<file path="src/rtl/priority_decoder_pulser_if.sv">
// Purpose: input handshake bundle carrying an 8:3-encoder result (index code plus "any active" flag).
// Latency: none; this file holds wires only.
// Backpressure: the consumer drives in_ready and the producer holds its code until in_valid && in_ready.
interface priority_decoder_pulser_if #(
  parameter int IDX_W = 3
);
  logic             in_valid;
  logic             in_ready;
  logic [IDX_W-1:0] in_code;
  logic             in_f;

  // Producer side: drives the code, observes ready.
  modport master (
    output in_valid,
    output in_code,
    output in_f,
    input  in_ready
  );

  // Consumer side: samples the code, drives ready.
  modport slave (
    input  in_valid,
    input  in_code,
    input  in_f,
    output in_ready
  );
endinterface

</file>
<file path="src/rtl/priority_decoder_pulser.sv">
// Purpose: decode an encoder index back to a one-hot line held for PULSE_LEN cycles, then GAP_LEN zero cycles.
// Latency: onehot rises on the accept edge and stays high PULSE_LEN cycles; accepts are PULSE_LEN+GAP_LEN+1 apart.
// Backpressure: in_ready is high only in IDLE; null codes (in_f=0) are absorbed every cycle without leaving IDLE.
module priority_decoder_pulser #(
  parameter int IDX_W     = 3,
  parameter int PULSE_LEN = 4,
  parameter int GAP_LEN   = 1,
  localparam int N        = 2**IDX_W
) (
  input  logic                  clk,
  input  logic                  rst,
  priority_decoder_pulser_if.slave bus,
  output logic [N-1:0]          onehot,
  output logic                  busy,
  output logic                  pulse_done,
  output logic [7:0]            null_cnt
);

  // Parameter sanity: an 8-bit counter cannot represent anything outside these ranges.
  generate
    if (PULSE_LEN < 1 || PULSE_LEN > 255) begin : g_bad_pulse_len
      $fatal(1, "priority_decoder_pulser: PULSE_LEN=%0d is outside 1..255", PULSE_LEN);
    end
    if (GAP_LEN < 0 || GAP_LEN > 255) begin : g_bad_gap_len
      $fatal(1, "priority_decoder_pulser: GAP_LEN=%0d is outside 0..255", GAP_LEN);
    end
    if (IDX_W < 1) begin : g_bad_idx_w
      $fatal(1, "priority_decoder_pulser: IDX_W=%0d must be at least 1", IDX_W);
    end
  endgenerate

  // Counter reload values; the counter counts down to zero, so the load is length minus one.
  localparam logic [7:0] PULSE_LOAD = 8'(PULSE_LEN - 1);
  localparam logic [7:0] GAP_LOAD   = (GAP_LEN > 0) ? 8'(GAP_LEN - 1) : 8'd0;
  localparam logic [N-1:0] ONE      = {{(N-1){1'b0}}, 1'b1};

  typedef enum logic [1:0] {
    IDLE  = 2'd0,
    PULSE = 2'd1,
    GAP   = 2'd2
  } state_t;

  state_t         state;
  logic [7:0]     cnt;
  logic [N-1:0]   decoded;
  logic           accept;

  // Ready depends on state alone so there is no path from in_valid to in_ready.
  assign bus.in_ready = (state == IDLE);
  assign busy         = (state != IDLE);
  assign accept       = bus.in_valid && (state == IDLE);
  assign decoded      = ONE << bus.in_code;

  // Sequencer: IDLE waits for a code, PULSE holds the strobe, GAP forces the quiet interval.
  always_ff @(posedge clk or posedge rst) begin
    if (rst) begin
      state      <= IDLE;
      cnt        <= 8'd0;
      onehot     <= '0;
      pulse_done <= 1'b0;
      null_cnt   <= 8'd0;
    end else begin
      // pulse_done is a single-cycle marker; it is only re-asserted at the end of a pulse.
      pulse_done <= 1'b0;
      case (state)
        IDLE: begin
          if (accept) begin
            if (bus.in_f) begin
              onehot <= decoded;
              cnt    <= PULSE_LOAD;
              state  <= PULSE;
            end else if (null_cnt != 8'hFF) begin
              // No input was active at the encoder: count it, but never wrap.
              null_cnt <= null_cnt + 8'd1;
            end
          end
        end
        PULSE: begin
          if (cnt != 8'd0) begin
            cnt <= cnt - 8'd1;
          end else begin
            onehot     <= '0;
            pulse_done <= 1'b1;
            if (GAP_LEN > 0) begin
              cnt   <= GAP_LOAD;
              state <= GAP;
            end else begin
              state <= IDLE;
            end
          end
        end
        GAP: begin
          onehot <= '0;
          if (cnt == 8'd0) begin
            state <= IDLE;
          end else begin
            cnt <= cnt - 8'd1;
          end
        end
        default: begin
          // Unreachable encoding: recover to a quiet IDLE.
          onehot <= '0;
          cnt    <= 8'd0;
          state  <= IDLE;
        end
      endcase
    end
  end

  // The strobe never has more than one line active.
  a_onehot0: assert property (@(posedge clk) disable iff (rst) $onehot0(onehot));

  // A nonzero strobe only exists while a pulse is in progress.
  a_only_in_pulse: assert property (@(posedge clk) disable iff (rst)
    (onehot != '0) |-> (state == PULSE));

endmodule

</file>
<file path="src/flat_wrapper.sv">
// flat-port wrapper written by rule: the top's interface ports become plain ports
module priority_decoder_pulser_flat 
#(
  parameter int IDX_W     = 3,
  parameter int PULSE_LEN = 4,
  parameter int GAP_LEN   = 1,
  localparam int N        = 2**IDX_W
)
  (clk, rst, onehot, busy, pulse_done, null_cnt, bus_in_valid, bus_in_code, bus_in_f, bus_in_ready);
  priority_decoder_pulser_if #(.IDX_W(IDX_W)) bus_i ();
  input  logic clk;
  input  logic rst;
  output logic [N-1:0] onehot;
  output logic busy;
  output logic pulse_done;
  output logic [7:0] null_cnt;
  input wire logic [$bits(bus_i.in_valid)-1:0] bus_in_valid;
  input wire logic [$bits(bus_i.in_code)-1:0] bus_in_code;
  input wire logic [$bits(bus_i.in_f)-1:0] bus_in_f;
  output wire logic [$bits(bus_i.in_ready)-1:0] bus_in_ready;
  assign bus_i.in_valid = bus_in_valid;
  assign bus_i.in_code = bus_in_code;
  assign bus_i.in_f = bus_in_f;
  assign bus_in_ready = bus_i.in_ready;
  priority_decoder_pulser #(.IDX_W(IDX_W), .PULSE_LEN(PULSE_LEN), .GAP_LEN(GAP_LEN)) u_core (.clk(clk), .rst(rst), .bus(bus_i), .onehot(onehot), .busy(busy), .pulse_done(pulse_done), .null_cnt(null_cnt));
endmodule
</file>
<file path="config.mk">
export PLATFORM = sky130hd
export DESIGN_NAME = priority_decoder_pulser_flat
export DESIGN_NICKNAME = d
export VERILOG_FILES = /design/src/rtl/priority_decoder_pulser_if.sv /design/src/rtl/priority_decoder_pulser.sv /design/src/flat_wrapper.sv
export SDC_FILE = /design/constraint.sdc
export NUM_CORES = 1
export LEC_CHECK = 0
export ABC_AREA = 1
export BUFFER_PORTS_ARGS = -buffer_cell sky130_fd_sc_hd__buf_2
export CAP_MARGIN = 20
export CORE_MARGIN = 5
export CORE_UTILIZATION = 45
export CTS_CLUSTER_DIAMETER = 100
export DETAILED_ROUTE_END_ITERATION = 6
export PLACE_DENSITY = 0.66
export REMOVE_ABC_BUFFERS = 1
export SLEW_MARGIN = 20
export SYNTH_ARGS = -nofsm -noshare
export SYNTH_HDL_FRONTEND = slang
export SYNTH_SLANG_ARGS = --single-unit
</file>
<file path="constraint.sdc">
create_clock -name clk -period 1.7 [get_ports clk]
set_input_delay 0.255 -clock clk [delete_from_list [all_inputs] [get_ports clk]]
set_output_delay 0.255 -clock clk [all_outputs]
set_load 0.05 [all_outputs]
</file>
Word-level counts from Yosys, hierarchy flattened:

Cells that the tools add are included.
W data, S select, Z words.

* add/sub/neg operators: 2
* equality and inequality tests: 8
* shift operators: 1
* mux-type cells: 16
* bitwise operators: 1
* reduce and logical (&&, ||, !) cells: 9

Operator list (count)
* $mux W8: 7
* $pmux W8 S3: 1
* $pmux W8 S2: 1
* $add A8 B1 Y8 const B: 1
* $logic_not A8 Y1: 1
* $mux W2: 4
* $ne A8 B8 Y1 const B: 1
* $reduce_and A4 Y1: 2
* $reduce_bool A8 Y1: 1
* $shl A1 B3 Y8 const A: 1
* $sub A8 B1 Y8 const B: 1
* $ne A2 B2 Y1 const B: 3
* $pmux W2 S3: 1
* $reduce_and A3 Y1: 2
* $ne A2 B1 Y1 const B: 2
* $eq A2 B1 Y1 const B: 1
* $eq A2 B2 Y1 const B: 1
* $logic_not A2 Y1: 1
* $mux W1: 2
* $reduce_bool A2 Y1: 1
* $logic_and A1 B1 Y1: 1
* $not A1 Y1: 1

* bits in registers: 27
* output and inout bits: 19
* word-level logic and storage cells: 42

Depth between registers and ports, before layout:

Gate-level depths: netlist of run 1.

* word-level depth: 4
* gate-level depth with buffers: 11
* mapped depth without buffers: 11

Worst setup path after synthesis of run 1:

OpenSTA, ideal clock, no wires.

* path type: register to register
* start: register u_core.null_cnt[0]
* end: register u_core.null_cnt[3]
* library setup time: 0.120 ns
* arrival time: 1.582 ns
* slack: -0.002 ns
* cell stages (with the launch flop): 9
* buffers on the path: 0
* period minus slack after synthesis: 1.702 ns
* cells stage by stage: dfrtp_1 > ha_1 > inv_1 > nor2_1 > nand4_1 > nand2_4 > inv_2 > nand3b_1 > nand2_1

* cells in the longest elaborated chain, start to end: 2
* elaborated cells between the ends (all ways): 3

Ends and longest elaborated chain
* start: declaration: line priority_decoder_pulser.sv:16 `output logic [7:0] null_cnt`
* start signal: assignment: line priority_decoder_pulser.sv:74 `null_cnt <= null_cnt + 8'd1;`
* parallel branches: the longest is 2 deep, another holds $add A8 B1 Y8

Several ways; the timed one is not identified.
A chain may end at the register's enable or synchronous reset.

Worst setup path in the final report of run 1:

* start: register u_core.state[0]
* end: output port busy

* cells in the longest elaborated chain, start to end: 1

Ends and longest elaborated chain
* start: declaration: line priority_decoder_pulser.sv:43 `state_t state;`
* start signal: assignment: line priority_decoder_pulser.sv:57 `state <= IDLE;`
* start signal: assignment: line priority_decoder_pulser.sv:71 `state <= PULSE;`
* start signal: assignment: line priority_decoder_pulser.sv:86 `state <= GAP;`
* $reduce_bool A2 Y1: line priority_decoder_pulser.sv:50 `assign busy = (state != IDLE);`
* end: declaration: line flat_wrapper.sv:14 `output logic busy;`

Every way passes these cells.

==> impl_metrics.yaml, run 1 <==
timing:
  tns_ns: 0
  hold_violations: 0
  fin_crit_sh: 0.937
  min_period_ns: 1.59
  rsz0062_at_grt: "false"
  clock.fmax_mhz: 628
  tightest_slew_ns: 0.358
  slew-limit-headroom: 0.761
  maxSlewViolCount: 0
  setup_viol_count_final: 0
  skew_ns: 0.00401
detailed_routing:
  drt-met1-wl_um: 1510
  wl_met3_um: 156
  drt-vias-per-instance: 4.67
  first_pass_iters: 4
  dr.first_iter.drc_count: 77
  drtAntennaViolNets: 0
  detail_route.wl_per_cell_um: 10.8
  topRoutingLayerUsed: "met4"
  route.met2.wl_um: 1360
  drc_errors: 0
  vias: 1318
  wirelength_um: 3050
logic_synthesis:
  synth.top_cell.area_share: 0.432
  synth_area_um2: 1560
  yosys-top-cells-area: "dfrtp_1 (43%), nand2_1 (14%), nand3_1 (6.7%)"
  yosysUniqueCellTypes: 23
  postSynthAreaPerCell_um2: 7.67
  ys_warn_count: 0
  synthCells: 204
  synth_seq_cells: 27
  synth-seq-area-share: 0.432
  yosys.area.top_type: "dfrtp_1"
critical_path:
  worstRegToRegCells: 8
  path_max_fanout: 5
  critical_path_arrival_ns: 1.34
  end_kind: "output pin"
  worstPathRequired_ns: 1.44
  crit_type: "flip-flop to output pin"
  critPathLaunchType: "flip-flop"
power:
  power_leakage_nw: 1.01
  p_per_area_nw_per_um2: 564
  peakVddDrop_v: 0.000540
clocking:
  post_cts_resized: 0
  cts_buffer_depth: 2
  clock_latency_ns: 0.33
  clkTransAtPathRegs_ns: 0.15
  clock-sinks: 27
  cts_root_buf: "clkbuf_4"
  htreeDepth: 1
  cts_setup_buffers: 0
  cts_tree: "done"
  cts_buffers: 3
final_layout:
  stdcell_count: 282
  antennaDiodeCount: 0
  syn2layout_area_growth_pct: 15.0
  multi_input_area_um2: 758
  final_common_cell: "nand2_1"
  fillCellCount: 349
  drive_above_1_share: 0.229
  regArea_um2: 676
  mostFrequentLayoutCells: "nand2_1 (58), dfrtp_1 (27), buf_2 (25)"
  fin_nets: 247
die:
  fp-row-count: 21
  pin_count: 26
  start_util: 0.465
  design.core.area_um2: 3360
  die_w_um: 69.0
  die_area_um2: 4750
  chipHeight_um: 69.0
place:
  portBuffers: 25
  gp_congestion: 0.817
  dp_hpwl_um: 2330
  place_inst: 277
grt:
  grt_max_degree: 28
  grt-ovfl-total: 0
  grt_first_pass_wirelength_um: 5320
  grtUsageTotal: 0.146
  antenna_found_initial: 0
  grt_pass1_vias: 1224
worst_hold_path:
  hp-class: "primary input to flip-flop"
  holdPathStages: 4
run_status:
  status: "finished, final reports clean"
flow_run:
  drv_cap: 0
## routing by layer
layer / vias to the layer above / track usage
li1: 707 / -
met1: 584 / 0.199
met2: 25 / 0.237
met3: 2 / 0.0373
met4: 0 / 0.0219
met5: - / 0
## logic make-up (layout without fill, tap and decap cells)
group | count (synthesis) | count (layout) | synth area share
AOI/OAI and AO/OA | 20 | 20 | 0.0784
xor gates and xnor gates | 6 | 6 | 0.0336
adders and majority gates | 3 | 3 | 0.0240
buffers and inverters | 34 | 66 | 0.0832
DFF | 27 | 27 | 0.432
and+or+nand+nor | 114 | 114 | 0.349
## power breakdown
part	internal, mW	leakage (nW)	switching (mW)	total (mW)
Sequential	0.650	0.337	0.00322	0.653
Clock	0.0884	0.0177	0.199	0.287
Combinational	0.0182	0.658	0.0561	0.0743
Total	0.756	1.01	0.258	1.01
## synth_stat cells
cell       count
nand2_1       58
dfrtp_1       27
inv_1         24
nand3_1       21
nor2_1        18
o21ai_0       12
inv_2          9
o21ai_1        4
ha_1           3
nand2_4        3
nor2_4         3
o2111ai_1      3
xnor2_1        3
xor2_1         3
nand2_2        2
nand3b_1       2
nand4_1        2
nor2_2         2
inv_4          1
nand3_2        1
nor2_8         1
nor3_1         1
o21ai_4        1
## area by class of cell
| cell class | instances | share of cell area |
|---|---|---|
| Clock buffer | 3 | 0.0125 |
| Clock inverter | 1 | 0.00278 |
| Inverter | 34 | 0.0723 |
| Multi-Input combinational cell | 143 | 0.421 |
| Sequential cell | 27 | 0.376 |
| Tap cell | 46 | 0.0320 |
| Timing Repair Buffer | 28 | 0.0834 |
## path summary, 6_finish.rpt
path,from,endpoint,slack [ns]
hold reg to reg,u_core.cnt[0],u_core.cnt[0],0.51
min in group asynchronous,rst,u_core.null_cnt[4],0.51
setup / recovery,u_core.state[0],busy,0.11
max in group asynchronous,rst,u_core.state[1],0.93
setup reg to reg,u_core.null_cnt[0],u_core.null_cnt[2],0.21
hold / removal,bus_in_code[0],u_core.onehot[2],0.22
## flip-flops by register name, summed over array words and instances (netlist names)
register,cells
u_core.cnt,8
u_core.null_cnt,8
u_core.onehot,8
u_core.state,2
u_core.pulse_done,1
## repair_timing
action,CTS,global route
endpoints found under the setup margin,0,0
hold endpoints to repair,27,0
hold buffers,1,0
## worst max-delay path, stage by stage, from the launching register on
cell and delay [ns]:
dfrtp_1 0.47, nor2_4 0.19, inv_1 0.12, buf_2 0.23
## per-stage QoR
stage	worst slack, ns	utilization	hold WS [ns]	cell area [µm²]	total power [mW]
floorplan	-0.00158	-	0.308	1560	0.713
global placement	0.217	0.524	0.337	1760	0.740
detailed placement	0.225	0.524	0.341	1760	0.740
CTS	0.0929	0.535	0.214	1800	1.03
global route	0.0395	0.535	0.225	1800	1.06
finish	0.107	0.535	0.215	1800	1.01
Power figures use the tool's default switching activity.
==> inputs of run 2 (changes only) <==
==> constraint.sdc (replaced) <==
create_clock -name clk -period 1.7 [get_ports clk]
set_input_delay 0 -clock clk [delete_from_list [all_inputs] [get_ports clk]]
set_output_delay 0 -clock clk [all_outputs]
set_load 0.05 [all_outputs]
==> run 2 against run 1 <==
Effect of this change: first-iteration DRC count rose by 14%; critical path type is now flip-flop to flip-flop; sequential cell count unchanged; critical endpoint is now u_core.null_cnt[2]; largest cell class unchanged; combinational power is 13% higher; clock-buffer cell count unchanged; clock power is essentially flat.
==> impl_metrics.yaml, run 2 (synthesis gave the netlist of run 1 again) <==
timing:
  rsz0062_at_grt: "false"
  min_period_ns: 1.49
  hold_violations: 0
  fin_crit_sh: 0.878
  fin_ws_ns: 0.207
  maxSlewViolCount: 0
  slew-limit-headroom: 0.762
  tightest_slew_ns: 0.358
  setup_viol_count_final: 0
  clock.fmax_mhz: 670
  skew_ns: 0.00442
detailed_routing:
  drtAntennaViolNets: 0
  vias: 1340
  first_pass_iters: 4
  wirelength_um: 3140
  detail_route.wl_per_cell_um: 10.9
  dr.first_iter.drc_count: 88
  drt-vias-per-instance: 4.67
  drc_errors: 0
grt:
  grt-ovfl-total: 0
  grt_pass1_vias: 1264
  grt_max_degree: 28
  grt_first_pass_wirelength_um: 5480
  antenna_found_initial: 0
  grtUsageTotal: 0.150
critical_path:
  cpPeakStageDelay_ns: 0.44
  critPathLaunchType: "flip-flop"
  path_cells: "ha_1 > inv_1 > nor2_1 > nand4_1 > nand2_4 > inv_2 > nand3b_1 > nand2_1"
  end_kind: "flip-flop"
  cp_slowest_cell: "dfrtp_1"
  crit_type: "flip-flop to flip-flop"
  path_max_fanout: 10
  worstPathRequired_ns: 1.94
  worstRegToRegCells: 8
  critical_path_arrival_ns: 1.74
  worst-r2r-setup-slack_ns: 0.21
  path_buf_inv: 2
  r2r_start: "u_core.null_cnt[0]"
  r2r-end: "u_core.null_cnt[2]"
  cp_top_family: "simple AND/OR/NAND/NOR gates"
die:
  pin_count: 26
  fp-row-count: 21
  die_area_um2: 4750
  die_w_um: 69.0
  chipHeight_um: 69.0
  design.core.area_um2: 3360
  start_util: 0.465
place:
  pre_cts_ws_ns: 0.225
  dp_hpwl_um: 2330
  gp_congestion: 0.817
  place_inst: 277
  portBuffers: 25
final_layout:
  fillCellCount: 348
  regArea_um2: 676
  top_regs: "u_core.cnt x8, u_core.null_cnt x8, u_core.onehot x8"
  multi_input_area_um2: 758
  antennaDiodeCount: 0
  stdcell_count: 287
  fin_nets: 252
  drive_above_1_share: 0.224
  final_common_cell: "nand2_1"
  mostFrequentLayoutCells: "nand2_1 (58), dfrtp_1 (27), buf_2 (25)"
  syn2layout_area_growth_pct: 18.2
clocking:
  cts_tree: "done"
  clock-sinks: 27
  clkTransAtPathRegs_ns: 0.15
  cts_buffer_depth: 2
  cts_root_buf: "clkbuf_4"
  clock_latency_ns: 0.33
  cts_buffers: 3
  htreeDepth: 1
power:
  power.total_mw: 1.02
  power_leakage_nw: 1.03
  peakVddDrop_v: 0.000541
  p_per_area_nw_per_um2: 553
flow_run:
  drv_cap: 0
worst_hold_path:
  hp-class: "primary input to async pin"
run_status:
  status: "finished, final reports clean"
run 2: cell count changes in the layout (fill, tap and decap cells not counted), sizes merged:
cell	delta
dlygate4sd3	+5
run 2: where the power goes:
| group | internal [mW] | switching (mW) |
|---|---|---|
| Combinational | 0.0257 | 0.0579 |
| Clock | 0.0884 | 0.199 |
| Sequential | 0.650 | 0.00318 |
| Total | 0.764 | 0.260 |
run 2: worst max path at each step:
stage | from | end | cells past startpoint
after floorplan | u_core.null_cnt[0] | u_core.null_cnt[3] | 8
after global placement | u_core.null_cnt[0] | u_core.null_cnt[3] | 8
after detailed placement | u_core.null_cnt[0] | u_core.null_cnt[2] | 8
after CTS | u_core.null_cnt[0] | u_core.null_cnt[2] | 8
after global routing | u_core.null_cnt[0] | u_core.null_cnt[2] | 8
final | u_core.null_cnt[0] | u_core.null_cnt[2] | 8
run 2: per-layer routing:
layer,vias up,routed length [µm],GRT usage
met5,-,0,0
met4,0,40,0.0292
met3,4,169,0.0340
met2,32,1430,0.248
met1,588,1500,0.202
li1,716,-,-
run 2: through the flow:
| step | setup TNS, ns | hold WS [ns] | cell area [µm²] | util |
|---|---|---|---|---|
| after floorplan | -0.00315 | 0.0527 | 1560 | - |
| after global placement | 0 | 0.0819 | 1760 | 0.524 |
| after detailed placement | 0 | 0.0864 | 1760 | 0.524 |
| after CTS | 0 | 0.248 | 1850 | 0.550 |
| after global routing | 0 | 0.287 | 1850 | 0.550 |
| final | 0 | 0.255 | 1850 | 0.550 |
run 2: worst reg2reg max path: cells and delay by family (launching register included):
| family | cells | cell delay (ns) |
|---|---|---|
| flip-flops | 1 | 0.44 |
| adder cells (fa/ha/maj) | 1 | 0.18 |
| AND/OR/NAND/NOR | 5 | 0.64 |
| buffers and inverters | 2 | 0.15 |
run 2: layout make-up:
class,count,share of cell area
multi-input combinational,143,0.410
timing repair buffer,33,0.108
clock buffer,3,0.0122
sequential,27,0.365
tap,46,0.0311
inverter,34,0.0704
clock inverter,1,0.00271
run 2: repair_timing:
action | in CTS | in global routing
hold buffers | 6 | 0
gates resized for setup | 0 | 0
buffers inserted | 0 | 0
endpoints found under the hold margin | 35 | 0
endpoints found under the setup margin | 0 | 0
==> inputs of run 3 (changes only) <==
--- a/config.mk
+++ b/config.mk
@@ -12,7 +12,7 @@
 export CORE_UTILIZATION = 45
 export CTS_CLUSTER_DIAMETER = 100
 export DETAILED_ROUTE_END_ITERATION = 6
-export PLACE_DENSITY = 0.66
+export PLACE_DENSITY = 0.69
 export REMOVE_ABC_BUFFERS = 1
 export SLEW_MARGIN = 20
 export SYNTH_ARGS = -nofsm -noshare
==> run 3 against run 2 <==
Effect of this change: die area unchanged; wire length grew 1.1%; final cell count is the same; core utilization increased by 0.15 points; critical endpoint is now u_core.onehot[1].
==> impl_metrics.yaml, run 3 (synthesis gave the netlist of run 1 again) <==
critical_path:
  cp_slowest_cell: "dfrtp_1"
  path_cells: "inv_2 > ha_1 > inv_1 > nor2_2 > nand2_4 > nand2_4 > inv_4 > nor2_8 > nand3_1 > nand2_1"
  crit_path_frequent_cell: "nand2_4"
  path_max_fanout: 9
  cp_top_family: "simple AND/OR/NAND/NOR gates"
  path_buf_inv: 3
  end_kind: "flip-flop"
  crit_type: "flip-flop to flip-flop"
  worstPathRequired_ns: 2.00
  critPathLaunchType: "flip-flop"
  critical_path_arrival_ns: 1.81
  cpPeakStageDelay_ns: 0.43
die:
  design.core.area_um2: 3360
  die_w_um: 69.0
  start_util: 0.465
  die_area_um2: 4750
  fp-row-count: 21
  pin_count: 26
  chipHeight_um: 69.0
clocking:
  cts_root_buf: "clkbuf_4"
  clkTransAtPathRegs_ns: 0.16
  clock_latency_ns: 0.34
  clock-sinks: 27
  cts_buffer_depth: 2
  htreeDepth: 1
  cts_tree: "done"
  cts_buffers: 3
final_layout:
  fillCellCount: 327
  final_common_cell: "nand2_1"
  mostFrequentLayoutCells: "nand2_1 (58), dfrtp_1 (27), buf_2 (25)"
  fin_nets: 252
  multi_input_area_um2: 758
  design_area_um2: 1850
  regArea_um2: 676
  antennaDiodeCount: 0
  drive_above_1_share: 0.224
  top_regs: "u_core.cnt x8, u_core.null_cnt x8, u_core.onehot x8"
  syn2layout_area_growth_pct: 18.6
  final_core_util: 0.551
grt:
  antenna_found_initial: 0
  grt_pass1_vias: 1212
  grt-ovfl-total: 0
  grtUsageTotal: 0.149
  grt_first_pass_wirelength_um: 5330
  grt_max_degree: 28
power:
  switchingPower_uw: 263
  p_per_area_nw_per_um2: 556
  power_leakage_nw: 1.03
  peakVddDrop_v: 0.000253
  combPwrFrac: 0.083
  sequentialPowerShare: 0.634
  intPower_uw: 767
  p_sw_frac: 0.255
  clkPwrFrac: 0.284
detailed_routing:
  vias: 1351
  detail_route.wl_per_cell_um: 11.0
  drt-met1-wl_um: 1530
  first_pass_iters: 4
  route.met2.wl_um: 1470
  wl_met3_um: 116
  topRoutingLayerUsed: "met4"
  drtAntennaViolNets: 0
  drt-vias-per-instance: 4.71
  dr.first_iter.drc_count: 114
  drc_errors: 0
  wirelength_um: 3170
timing:
  fin_crit_sh: 0.888
  min_period_ns: 1.51
  setup_viol_count_final: 0
  tns_ns: 0
  hold_violations: 0
  clock.fmax_mhz: 663
  maxSlewViolCount: 0
  skew_ns: 0.0134
  rsz0062_at_grt: "false"
  slew-limit-headroom: 0.772
  tightest_slew_ns: 0.341
worst_hold_path:
  hp-class: "primary input to async pin"
flow_run:
  drv_cap: 0
run_status:
  status: "finished, final reports clean"
place:
  portBuffers: 25
  dp_hpwl_um: 2360
  place_area_um2: 1750
  gp_congestion: 0.848
==> run 3: cell type report <==
| cell class | instances | area share |
|---|---|---|
| inverters | 34 | 0.0702 |
| well taps | 46 | 0.0310 |
| repair buffers | 33 | 0.109 |
| clock inverters | 1 | 0.00405 |
| clock buffers | 3 | 0.0121 |
| multi-input cells | 143 | 0.409 |
| flip-flops and latches | 27 | 0.364 |
==> run 3: path summary, 6_finish.rpt <==
check                      depth (start not counted)  slack (ns)             start            endpoint
max in group asynchronous                          4        1.18               rst       u_core.cnt[5]
hold reg to reg                                    2        0.50  u_core.onehot[4]    u_core.onehot[4]
min in group clk                                   2        0.50  u_core.onehot[4]    u_core.onehot[4]
hold / removal                                     4        0.25               rst  u_core.null_cnt[5]
setup reg to reg                                  10        0.19     u_core.cnt[0]    u_core.onehot[1]
setup / recovery                                  10        0.19     u_core.cnt[0]    u_core.onehot[1]
==> run 3: power groups by stage <==
stage	logic [mW]	registers, mW	clock network (mW)
global placement	0.0738	0.665	0
global route	0.0940	0.654	0.317
detailed placement	0.0735	0.665	0
CTS	0.0860	0.653	0.305
floorplan	0.0222	0.691	0
finish	0.0852	0.653	0.292
==> run 3: layer usage <==
layer | up-vias | GRT usage
met5 | - | 0
met4 | 0 | 0.0584
met3 | 5 | 0.0194
met2 | 21 | 0.237
met1 | 606 | 0.204
li1 | 719 | -
==> run 3: repair_timing <==
item,in CTS,in global routing
buffers inserted,0,0
setup endpoints to repair,0,9
hold endpoints to repair,35,0
resized for setup,0,2
hold buffers,7,0
==> run 3: metrics by stage <==
stage / total power, mW / instances / hold WS, ns / setup WS, ns
global placement: 0.739 / 276 / 0.0786 / 0.208
floorplan: 0.713 / 204 / 0.0527 / -0.00158
global route: 1.06 / 287 / 0.317 / 0.000129
detailed placement: 0.739 / 276 / 0.0800 / 0.166
CTS: 1.04 / 287 / 0.242 / 0.137
finish: 1.03 / 287 / 0.250 / 0.191
==> run 3: worst reg2reg max path, stage by stage, from the launching register on <==
cell and delay, ns:
dfrtp_1 0.43, inv_2 0.10, ha_1 0.15, inv_1 0.04, nor2_2 0.18, nand2_4 0.12
nand2_4 0.10, inv_4 0.07, nor2_8 0.12, nand3_1 0.09, nand2_1 0.07
